**src/rtl/alu_share_arbiter_if.sv**
```systemverilog
// Request/response bundle between two requesters and the shared-ALU arbiter.
// Index p of each per-port vector belongs to requester p (0 or 1).
interface alu_share_arbiter_if #(
    parameter int WIDTH = 32
);
    logic [1:0]             req_valid;
    logic [1:0]             req_ready;
    logic [1:0][WIDTH-1:0]  req_srca;
    logic [1:0][WIDTH-1:0]  req_srcb;
    logic [1:0][3:0]        req_ctrl;
    logic [1:0][4:0]        req_shamt;
    logic [1:0]             rsp_valid;
    logic [1:0]             rsp_ready;
    logic [WIDTH-1:0]       rsp_result;
    logic                   rsp_zero;
    logic                   rsp_err;

    // Requester side
    modport master (
        output req_valid, req_srca, req_srcb, req_ctrl, req_shamt, rsp_ready,
        input  req_ready, rsp_valid, rsp_result, rsp_zero, rsp_err
    );

    // Arbiter side
    modport slave (
        input  req_valid, req_srca, req_srcb, req_ctrl, req_shamt, rsp_ready,
        output req_ready, rsp_valid, rsp_result, rsp_zero, rsp_err
    );
endinterface

```
**src/rtl/alu_share_arbiter.sv**
```systemverilog
// Shares one combinational alu32 between two requesters. One operation is in
// flight at a time: IDLE grants and latches operands, EXEC lets the ALU settle
// and captures its result, RESP presents the result until the owner takes it.
module alu_share_arbiter #(
    parameter int WIDTH = 32,
    parameter bit RR_EN = 1'b1
) (
    input  logic                  clk,
    input  logic                  rst_n,
    alu_share_arbiter_if.slave    bus,
    output logic [WIDTH-1:0]      alu_srca,
    output logic [WIDTH-1:0]      alu_srcb,
    output logic [3:0]            alu_control,
    output logic [4:0]            alu_shamt,
    input  logic [WIDTH-1:0]      alu_result,
    input  logic                  alu_zero,
    output logic                  busy
);

    localparam logic [1:0] IDLE = 2'd0;
    localparam logic [1:0] EXEC = 2'd1;
    localparam logic [1:0] RESP = 2'd2;

    logic [1:0]       state;
    logic             owner;
    logic             rr_ptr;
    logic [1:0]       grant;
    logic             gsel;
    logic             accept;

    logic [WIDTH-1:0] srca_p0;
    logic [WIDTH-1:0] srcb_p0;
    logic [3:0]       ctrl_p0;
    logic [4:0]       shamt_p0;

    logic [WIDTH-1:0] result_p1;
    logic             zero_p1;
    logic             err_p1;

    // alu32 has no defined behaviour for this opcode group
    function automatic logic is_unsupported(input logic [3:0] ctrl);
        return (ctrl[2:0] == 3'b011);
    endfunction

    // Unsupported ops report a clean zero rather than whatever the ALU emits
    function automatic logic [WIDTH-1:0] gate_result(input logic [WIDTH-1:0] res,
                                                     input logic             err);
        return err ? '0 : res;
    endfunction

    // Pick at most one requester while idle; ties go to the port not served last
    always_comb begin
        grant = 2'b00;
        gsel  = 1'b0;
        if (rst_n && state == IDLE) begin
            case (bus.req_valid)
                2'b01:   gsel = 1'b0;
                2'b10:   gsel = 1'b1;
                2'b11:   gsel = RR_EN ? ~rr_ptr : 1'b0;
                default: gsel = 1'b0;
            endcase
            if (bus.req_valid != 2'b00) begin
                grant = gsel ? 2'b10 : 2'b01;
            end
        end
    end

    assign accept         = |grant;
    assign bus.req_ready  = grant;
    assign bus.rsp_valid  = (state == RESP) ? (owner ? 2'b10 : 2'b01) : 2'b00;
    assign bus.rsp_result = result_p1;
    assign bus.rsp_zero   = zero_p1;
    assign bus.rsp_err    = err_p1;
    assign busy           = (state != IDLE);

    assign alu_srca    = srca_p0;
    assign alu_srcb    = srcb_p0;
    assign alu_control = ctrl_p0;
    assign alu_shamt   = shamt_p0;

    // Operation sequencing, ownership and round-robin history
    always_ff @(posedge clk or negedge rst_n) begin
        if (!rst_n) begin
            state  <= IDLE;
            owner  <= 1'b0;
            rr_ptr <= 1'b0;
        end else begin
            case (state)
                IDLE: begin
                    if (accept) begin
                        owner <= gsel;
                        state <= EXEC;
                    end
                end
                EXEC: state <= RESP;
                RESP: begin
                    if (bus.rsp_ready[owner]) begin
                        rr_ptr <= owner;
                        state  <= IDLE;
                    end
                end
                default: state <= IDLE;
            endcase
        end
    end

    // Operand latch on accept, result capture at the end of EXEC
    always_ff @(posedge clk or negedge rst_n) begin
        if (!rst_n) begin
            srca_p0   <= '0;
            srcb_p0   <= '0;
            ctrl_p0   <= '0;
            shamt_p0  <= '0;
            result_p1 <= '0;
            zero_p1   <= 1'b0;
            err_p1    <= 1'b0;
        end else begin
            // p0: operands from the granted port drive the ALU through EXEC
            if (accept) begin
                srca_p0  <= bus.req_srca[gsel];
                srcb_p0  <= bus.req_srcb[gsel];
                ctrl_p0  <= bus.req_ctrl[gsel];
                shamt_p0 <= bus.req_shamt[gsel];
            end
            // p1: settled ALU output is frozen for the response phase
            if (state == EXEC) begin
                result_p1 <= gate_result(alu_result, is_unsupported(ctrl_p0));
                zero_p1   <= alu_zero;
                err_p1    <= is_unsupported(ctrl_p0);
            end
        end
    end

endmodule

```
**src/flat_wrapper.sv**
```systemverilog
// flat-port wrapper written by rule: the top's interface ports become plain ports
module alu_share_arbiter_flat 
#(
    parameter int WIDTH = 32,
    parameter bit RR_EN = 1'b1
)
  (clk, rst_n, alu_srca, alu_srcb, alu_control, alu_shamt, alu_result, alu_zero, busy, bus_req_valid, bus_req_srca, bus_req_srcb, bus_req_ctrl, bus_req_shamt, bus_rsp_ready, bus_req_ready, bus_rsp_valid, bus_rsp_result, bus_rsp_zero, bus_rsp_err);
  alu_share_arbiter_if #(.WIDTH(WIDTH)) bus_i ();
  input  logic clk;
  input  logic rst_n;
  output logic [WIDTH-1:0] alu_srca;
  output logic [WIDTH-1:0] alu_srcb;
  output logic [3:0] alu_control;
  output logic [4:0] alu_shamt;
  input  logic [WIDTH-1:0] alu_result;
  input  logic alu_zero;
  output logic busy;
  input wire logic [$bits(bus_i.req_valid)-1:0] bus_req_valid;
  input wire logic [$bits(bus_i.req_srca)-1:0] bus_req_srca;
  input wire logic [$bits(bus_i.req_srcb)-1:0] bus_req_srcb;
  input wire logic [$bits(bus_i.req_ctrl)-1:0] bus_req_ctrl;
  input wire logic [$bits(bus_i.req_shamt)-1:0] bus_req_shamt;
  input wire logic [$bits(bus_i.rsp_ready)-1:0] bus_rsp_ready;
  output wire logic [$bits(bus_i.req_ready)-1:0] bus_req_ready;
  output wire logic [$bits(bus_i.rsp_valid)-1:0] bus_rsp_valid;
  output wire logic [$bits(bus_i.rsp_result)-1:0] bus_rsp_result;
  output wire logic [$bits(bus_i.rsp_zero)-1:0] bus_rsp_zero;
  output wire logic [$bits(bus_i.rsp_err)-1:0] bus_rsp_err;
  assign bus_i.req_valid = bus_req_valid;
  assign bus_i.req_srca = bus_req_srca;
  assign bus_i.req_srcb = bus_req_srcb;
  assign bus_i.req_ctrl = bus_req_ctrl;
  assign bus_i.req_shamt = bus_req_shamt;
  assign bus_i.rsp_ready = bus_rsp_ready;
  assign bus_req_ready = bus_i.req_ready;
  assign bus_rsp_valid = bus_i.rsp_valid;
  assign bus_rsp_result = bus_i.rsp_result;
  assign bus_rsp_zero = bus_i.rsp_zero;
  assign bus_rsp_err = bus_i.rsp_err;
  alu_share_arbiter #(.WIDTH(WIDTH), .RR_EN(RR_EN)) u_core (.clk(clk), .rst_n(rst_n), .bus(bus_i), .alu_srca(alu_srca), .alu_srcb(alu_srcb), .alu_control(alu_control), .alu_shamt(alu_shamt), .alu_result(alu_result), .alu_zero(alu_zero), .busy(busy));
endmodule
```
**config.mk**
```make
export PLATFORM = sky130hd
export DESIGN_NAME = alu_share_arbiter_flat
export DESIGN_NICKNAME = d
export VERILOG_FILES = /design/src/rtl/alu_share_arbiter_if.sv /design/src/rtl/alu_share_arbiter.sv /design/src/flat_wrapper.sv
export SDC_FILE = /design/constraint.sdc
export NUM_CORES = 1
export LEC_CHECK = 0
export BUFFER_PORTS_ARGS = -buffer_cell sky130_fd_sc_hd__buf_2
export CORE_AREA = 2 2 114 116
export CTS_BUF_LIST = sky130_fd_sc_hd__clkbuf_4 sky130_fd_sc_hd__clkbuf_8
export DETAILED_ROUTE_END_ITERATION = 6
export DIE_AREA = 0 0 116 118
export PLACE_DENSITY = 0.75
export SLEW_MARGIN = 10
export SYNTH_ARGS = -nofsm -noshare
export SYNTH_HDL_FRONTEND = slang
export SYNTH_SLANG_ARGS = --single-unit
```
**constraint.sdc**
```tcl
create_clock -name clk -period 1.9 [get_ports clk]
set_clock_uncertainty 0.2 [all_clocks]
set_input_delay 0.285 -clock clk [delete_from_list [all_inputs] [get_ports clk]]
set_output_delay 0.285 -clock clk [all_outputs]
set_load 0.05 [all_outputs]
```
==> results of run 1 <==
worst min-delay path by stage:
| stage | end | startpoint | slack, ns | depth (start not counted) |
|---|---|---|---|---|
| after floorplan | u_core.alu_control[0] | rst_n | -0.21 | 0 |
| after global placement | u_core.alu_shamt[0] | rst_n | -0.09 | 1 |
| after detailed placement | u_core.alu_shamt[0] | rst_n | -0.09 | 1 |
| after CTS | u_core.alu_srca[23] | bus_req_srca[55] | 0.02 | 3 |
| after global routing | u_core.alu_srca[19] | bus_req_srca[51] | 0.03 | 3 |
| final | u_core.alu_srcb[6] | bus_req_srcb[38] | 0.03 | 3 |
layout by cell type, fill, tap and decap left out, drive strengths merged:
cell         netlist  layout
buf               18     320
dfrtp            111     111
dlygate4sd3        0     109
a21oi             75      75
a31oi             74      74
o21ai             74      74
or3b              73      73
a22o              32      32
clkbuf            45      18
inv                3       3
nand2b             3       3
nor2               3       3
or2                2       2
mux2               2       2
clkinv             0       2
and2               2       2
nor3b              1       1
and3               1       1
nand4bb            1       1
o22ai              1       1
nor2b              1       1
nand2              1       1
o2bb2ai            1       1
bufinv             0       1
clkinvlp           0       1
power by group:
group          switching [uW]  internal [uW]
Clock                     795            629
Sequential                674           3470
Combinational            6270           2490
state kept, by name, indices dropped and copies added, names as in the netlist:
register	flops
u_core.alu_control	4
u_core.alu_srcb	32
u_core.rr_ptr	1
u_core.alu_srca	32
u_core.bus.rsp_zero	1
u_core.owner	1
u_core.bus.rsp_err	1
u_core.state	2
u_core.bus.rsp_result	32
u_core.alu_shamt	5
routing by layer:
metal	global-route usage	wire (um)	up-vias
li1	-	-	2749
met1	0.322	7930	2873
met2	0.459	10200	378
met3	0.0649	1770	54
met4	0.111	652	0
met5	0	0	-
cells by family after synthesis:
kind of cell           Yosys count
muxes                            2
buffers and inverters           66
DFF                            111
and+or+nand+nor                 88
AOI/OAI and AO/OA              257
per-stage QoR:
| step | total power (uW) | setup slack, ns | instances | TNS [ns] |
|---|---|---|---|---|
| 2_1_floorplan | 9980 | 0.0199 | 524 | 0 |
| 4_1_cts | 13900 | -0.0978 | 1074 | -0.209 |
| 3_3_place_gp | 12000 | 0.120 | 947 | 0 |
| 5_1_grt | 14900 | -0.127 | 1084 | -0.933 |
| 6_report | 14300 | -0.0914 | 1084 | -0.218 |
| 3_5_place_dp | 12100 | 0.0105 | 947 | 0 |
worst max-delay path: stages, from the launching register on:
cell                      delay, ns
sky130_fd_sc_hd__dfrtp_1       0.41
sky130_fd_sc_hd__buf_6         0.14
sky130_fd_sc_hd__nor3b_4       0.21
sky130_fd_sc_hd__and3_4        0.22
sky130_fd_sc_hd__buf_8         0.14
what timing repair did:
item / in CTS / in global routing
resized for setup: 18 / 40
setup buffers: 3 / 3
gates cloned: 0 / 7
endpoints found under the setup margin: 6 / 27
pin swaps: 6 / 21
hold buffers: 109 / 0
hold endpoints to repair: 218 / 0
final cells by class:
class                      count  area share
clock buffer                  11      0.0160
timing repair buffer         436       0.359
multi-input combinational    347       0.274
inverter                       3     0.00129
sequential                   111       0.319
tap                          172      0.0247
clock inverter                 4     0.00547
==> flow_results.org, run 1 <==
** Status
- Run status :: complete, but fails checks
- The final reports fail on negative setup slack.

** Drt
- Dividing the detail-routed wire length by the instance count gives around 19 um.
- Via density per instance :: 5.58
- Via Count :: 6,054
- Wires add up to 20.5 mm.
- Once detail routing completed, the nets flagged for antenna violations numbered 0.
- DRC violation count after routing :: 0
- Iteration-0 DRC count of the detailed router :: 460
- DRT Pass-1 Iters :: 5

** Worst setup path
- Reg2reg end :: u_core.alu_srca[2]
- Reg2Reg Launch Point :: u_core.state[0]
- STA puts the critical path data required time at between 1 and 1.5 ns.
- Logic depth of the worst register-to-register path :: 5
- Category of the most critical setup path :: reg2out
- The critical path ends at bus_req_ready[0].
- The most critical setup path has its startpoint at u_core.state[1].
- The worst setup path is launched from a flop.
- Minimum setup slack among reg-to-reg paths :: -0.03 ns
- Endpoint arrival time on the critical path :: 1.51 ns
- The worst setup path is captured at a primary output.
- Largest fanout on the critical path :: 4

** STA
- Period utilization :: 1.05
- Slew @ Worst Pin :: 0.572 ns
- Once routing completed, OpenROAD measured the worst setup slack at -0.0914 ns.
- Tightest hold margin :: 0.0328 ns
- The final-report hold violation count was 0.
- Final number of max-transition violations :: 0
- Remaining max-slew budget at the tightest pin :: 0.619
- Setup violations remaining at the end of the flow were counted as 4.
- Setup repair after global routing missed its margin :: true
- Crit path time final :: 1.99 ns
- Max Freq :: 0.502 GHz

** Synthesis
- By area, the combinational part of the netlist is dominated by compound AO/OA/AOI/OAI gates.
- Simple logic cell fraction of the synthesized area :: 0.140
- Part of the Yosys area used for sequential elements :: 0.521
- Number of register bits inferred by synthesis :: ~110
- Synth Instances :: 524
- Count of cell types in the netlist :: 24
- Portion of netlist area occupied by mux cells :: 0.00422
- Yosys instantiated no cell more often than sky130_fd_sc_hd__dfrtp_1.
- Complex-gate fraction of the synthesized area :: 0.282
- Yosys warns :: 0
- Counting every net in the synthesized netlist gives 709.
- Most used standard cells in the synthesized netlist :: 111 x sky130_fd_sc_hd__dfrtp_1, 75 x sky130_fd_sc_hd__a21oi_1, 74 x sky130_fd_sc_hd__a31oi_1, 74 x sky130_fd_sc_hd__o21ai_0, 65 x sky130_fd_sc_hd__or3b_1
- For this run, the leading register cell type out of synthesis is sky130_fd_sc_hd__dfrtp_1.
- Area share of xor/xnor cells in the synthesized design :: 0
- In this run the cell area of the synthesized design comes to 0.00534 sq mm.
- A synthesized cell averages 10.2 sq um.
- Cells taking the most area after synthesis :: sky130_fd_sc_hd__dfrtp_1 52%, sky130_fd_sc_hd__or3b_1 11%, sky130_fd_sc_hd__a31oi_1 8.7%
- The share of synthesized area in the top cell type comes to 0.521.
- Of the total synthesized cell area, the portion taken by full adders, half adders and majority gates is 0.
- Number of synthesized flops with an enable pin :: 0
- Most area-hungry cell type in the Yosys netlist :: sky130_fd_sc_hd__dfrtp_1
- In the synthesized netlist the async set-or-reset flop fraction comes to 1.00.

** Pwr
- For this design the ratio of total power to cell area is approximately 1600 mW/mm^2.
- Leakage :: between 0.003 and 0.004 uW
- Worst vdd ir :: 0.00123 V

** Flow run
- Across the run, the number of max-cap violations was 0.

** Global routing
- The number of antenna violations at the first check in global routing is 0.
- Global-route wire length before repair :: ~29 mm
- Number of global-route vias before repair :: 5,827
- Summed over all layers, the global routing overflow is 0.
- Entering global routing, the biggest net connects roughly 110 pins.
- For this run, the total global-route usage over all layers was measured as 0.269.

** Floorplan
- For this configuration, the core starts out at a cell density of 0.430.
- Top-level port count :: approximately 300
- Core Box Area :: 0.0124 sq mm
- The floorplan step defined a die boundary enclosing between 0.01 and 0.015 sq mm.
- Chip width :: 116 um
- DIE HEIGHT :: about 120 um
- The floorplan has 41 rows.

** CTS
- CTS buffer count :: 9
- Clock latency on the worst-skew pair, taken at its later pin, is 0.39 ns.
- After clock tree synthesis, the clock-pin slew on the worst setup and hold paths is approximately 0.10 ns.
- CTS tree :: yes
- The tree is rooted in a sky130_fd_sc_hd__clkbuf_8.
- Number of clock sinks seen by CTS :: 111
- Deepest clock path buffer count :: 2
- The H-tree generated during clock tree synthesis spans 3 levels.

** Finish
- Once layout is done, the placed cells without fillers occupy 0.00870 sq mm.
- Registers take 0.00278 sq mm.
- For this run, the share of the core covered by cells in the final layout is 0.700.
- Layout cell share with drive strength beyond 1 :: 0.408
- Fillers :: 899
- Ant. Diodes :: 0
- Area added between synthesis and finish :: 63.0%
- In the final layout, the multi-input gates occupy 0.00238 sq mm.
- Number of nets at the end of the flow :: about 1,100

** Worst hold path
- The worst hold path belongs to the class in2reg.

** Place
- The HPWL after detailed placement is 11.9 mm.
- Standard cell area after detailed placement :: 0.00702 sq mm
- In this run the tool buffered the top-level ports with 296 buffer cells.
- At the end of routability-driven placement, the weighted congestion stood at 0.808.
(Power assumes the default switching activity.)
==> run 2: changes to the inputs <==
--- a/config.mk
+++ b/config.mk
@@ -6,11 +6,12 @@
 export NUM_CORES = 1
 export LEC_CHECK = 0
 export BUFFER_PORTS_ARGS = -buffer_cell sky130_fd_sc_hd__buf_2
-export CORE_AREA = 2 2 114 116
+export CORE_MARGIN = 8
+export CORE_UTILIZATION = 46
 export CTS_BUF_LIST = sky130_fd_sc_hd__clkbuf_4 sky130_fd_sc_hd__clkbuf_8
 export DETAILED_ROUTE_END_ITERATION = 6
-export DIE_AREA = 0 0 116 118
-export PLACE_DENSITY = 0.75
+export GPL_TIMING_DRIVEN = 0
+export PLACE_DENSITY = 0.8
 export SLEW_MARGIN = 10
 export SYNTH_ARGS = -nofsm -noshare
 export SYNTH_HDL_FRONTEND = slang
==> run 2 against run 1 <==
  * The run ends with negative hold slack, negative setup slack left
  * Non-clock buffer count up 47
  * Critical path depth grew 2
  * Setup slack lost 0.20 ns
  * Sequential share of layout area shrank 0.68 points
  * Largest power group unchanged
==> flow_results.org, run 2 (synthesis results as in run 1) <==
** Place
- The placed wire-length estimate after detailed placement was 15.7 mm (+32%).
- The count of input and output buffers was 296 (unchanged).
- The weighted congestion at the end of routability-driven global placement is 0.879 (+8.8%).
- The pre-CTS setup slack is -1.08 ns (-1.09 ns).
- The cell total after placement is 964 (+1.8%).

** Status
- The checks that failed: negative hold slack, negative setup slack.
- The flow ran to the end, but the final reports show violations.

** Drt
- The number of design rule violations left after detail routing is 0 (unchanged).
- Via density per instance :: 5.94 (+6.4%)
- DRT Pass-1 Iters :: 6 (+1)
- The detailed router's first-iteration violation count came to 639 (+39%).
- Routed wire length :: 24.2 mm (+18%)
- Via Count :: 6,574 (+8.6%)
- Post-detailed-route count of antenna-violating nets :: 0 (unchanged)
- The detailed-route wire length per cell was 21.9 um (+15%).

** STA
- Crit path time final :: 2.20 ns (+0.205 ns)
- Count of final setup violators :: 75 (+71)
- Remaining max-slew budget at the tightest pin :: 0.626 (+0.00757)
- Tightest hold margin :: -0.00405 ns (-0.0369 ns)
- Period utilization :: 1.16 (+0.108)
- The max-slew violation total from the final report came to 0 (unchanged).
- Number of hold violations in the final report :: 1 (+1)
- The worst setup slack after layout was -0.296 ns (-0.205 ns).
- Slew @ Worst Pin :: 0.561 ns (-0.0114 ns)
- Setup repair after global routing missed its margin :: true
- Max Freq :: 0.455 GHz (-9.3%)

** Finish
- Final core utilization :: 0.782 (+0.0816)
- The top cell types in the final layout, fill and taps aside, are 301 x sky130_fd_sc_hd__buf_2, 109 x sky130_fd_sc_hd__dfrtp_1, 104 x sky130_fd_sc_hd__dlygate4sd3_1.
- The count of filler cells inserted in the layout is 703 (-22%).
- Layout Cells excl Fill :: 1,106 (+2.0%)
- The area growth from synthesis to layout is 66.6%.
- The total number of nets in the final design was 1,140 (+4.3%).
- Most common cell after layout, fill and taps aside :: sky130_fd_sc_hd__buf_2
- The fraction of final layout cells sized beyond drive strength 1 was 0.411 (+0.00356).

** Floorplan
- The placement row count was 39 (-4.9%).
- The core box area was 0.0114 sq mm (-8.4%).
- Chip width :: 124 um (+6.6%)
- DIE HEIGHT :: 124 um (+4.8%)
- The number of placed I/O pins came to 297 (unchanged).
- The die outline area was 0.0153 sq mm (+12%).
- The initial core utilization was 0.469 (+0.0395).

** Pwr
- The leakage power came to 0.00405 uW (+3.1%).
- The power per unit of standard cell area was 1690 mW/mm^2 (+2.4%).
- Overall power consumption :: 15,000 uW (+4.7%)
- Fraction of power spent switching nets :: 0.535 (-0.00605)
- The largest vdd supply drop is 0.00142 V (+16%).
- The internal cell power is 6980 uW (+6.1%).
- Combinational power share :: 0.597 (-0.015)
- Power share of the clock group :: 0.121 (+0.022)
- The relative contribution of sequential cells to total power was 0.282 (-0.007).
- The net load switching power was 8020 uW (+3.5%).

** Global routing
- Number of global-route vias before repair :: 6,983 (+20%)
- GRT Total Usage :: 0.302 (+0.0326)
- Global-route wire length before repair :: 36.1 mm (+24%)
- Antenna violations before repair :: 0 (unchanged)
- Total congestion overflow after global routing :: 0 (unchanged)
- Largest net degree at the start of global routing :: 49 (-55%)

** CTS
- Number of clock sinks seen by CTS :: 111 (unchanged)
- Buffer type at the clock tree root :: sky130_fd_sc_hd__clkbuf_8
- The count of H-tree levels built during CTS came to 3 (unchanged).
- Clock latency on the worst-skew pair :: 0.38 ns (about the same)
- The number of clock buffers inserted by TritonCTS was 9 (unchanged).
- TritonCTS built the clock tree.
- The maximum root-to-sink buffer count was 2 (unchanged).
- Clock input transition at the sequential cells of the worst setup and hold paths :: 0.10 ns (about the same)

** Worst setup path
- The data required time of the worst path was 1.41 ns (about the same).
- Crit. Startpoint :: u_core.state[0]
- Traced cell by cell, the critical path runs through nand4bb_4, buf_8, buf_8, clkbuf_16, nor2_4, buf_8.
- Cell occurring most often along the worst timing path :: sky130_fd_sc_hd__buf_8
- Endpoint arrival time on the critical path :: 1.71 ns (+0.20 ns)
- Category of the most critical setup path :: reg2out
- Reg2Reg Launch Point :: u_core.state[0]
- Peak per-stage delay on the critical path :: 0.45 ns (+0.04 ns)
- CP Capture Type :: primary output
- The slowest stage of the critical path is the sky130_fd_sc_hd__dfrtp_2 cell.
- The maximum fanout along the worst path came to 3 (-1).
- Type of element launching the critical path :: flop

** Flow run
- The reported max-cap violation count is 0 (unchanged).

** Worst hold path
- Start point of the worst hold path :: bus_req_srcb[3]
- Class of the worst hold path :: in2reg
-- run 2: power by group through the flow --
stage | sequential [uW] | combinational, uW | clock (uW)
6_report | 4230 | 8950 | 1820
3_5_place_dp | 4150 | 8110 | 0
3_3_place_gp | 4100 | 7990 | 0
2_1_floorplan | 7850 | 2130 | 0
4_1_cts | 4150 | 8680 | 1830
5_1_grt | 4330 | 9370 | 1920
-- run 2: worst max-delay path: cells and delay by family (launching register included) --
| kind | cells | cell delay, ns |
|---|---|---|
| buf+inv | 4 | 0.53 |
| flops | 1 | 0.45 |
| simple gates | 2 | 0.35 |
-- run 2: metrics by stage --
stage	instance area, sq um	setup TNS (ns)
floorplan	5350	0
global placement	7010	-253.22
detailed placement	7040	-60.22
CTS	8750	-12.73
global route	8880	-15.54
finish	8890	-11.61
-- run 2: per-layer routing --
metal / share of wire / routed length (um) / up-vias / track usage
met2: 0.50 / 12100 / 492 / 0.525
met5: 0 / 0 / - / 0
met1: 0.35 / 8360 / 3138 / 0.335
met3: 0.12 / 2840 / 91 / 0.0911
li1: - / - / 2853 / -
met4: 0.038 / 911 / 0 / 0.131
-- run 2: final cells by class --
| class | instances | area (sq um) | area share |
|---|---|---|---|
| flip-flops and latches | 111 | 2780 | 0.313 |
| well taps | 143 | 179 | 0.0201 |
| repair buffers | 421 | 2860 | 0.321 |
| multi-input cells | 347 | 2370 | 0.266 |
| clock buffers | 9 | 124 | 0.0139 |
| diodes | 3 | 7.51 | 0.000844 |
| plain buffers | 62 | 428 | 0.0481 |
| clock inverters | 7 | 135 | 0.0152 |
| inverters | 3 | 11.3 | 0.00127 |
-- run 2: path summary, 6_finish.rpt --
kind | cells after the start | end | slack (ns)
min in group asynchronous | 3 | u_core.bus.rsp_result[6] | 0.30
hold / removal | 3 | u_core.alu_srcb[3] | -0.004
setup / recovery | 6 | bus_req_ready[1] | -0.30
max in group asynchronous | 4 | u_core.bus.rsp_result[25] | 0.61
setup reg to reg | 7 | u_core.alu_srcb[2] | -0.21
hold reg to reg | 1 | u_core.bus.rsp_result[15] | 0.31
-- run 2: repair_timing --
item,CTS,global route
hold buffers,102,4
endpoints found under the hold margin,208,4
pin swaps,31,45
endpoints found under the setup margin,108,88
cloned,3,0
gates resized for setup,67,47
setup buffers,12,4
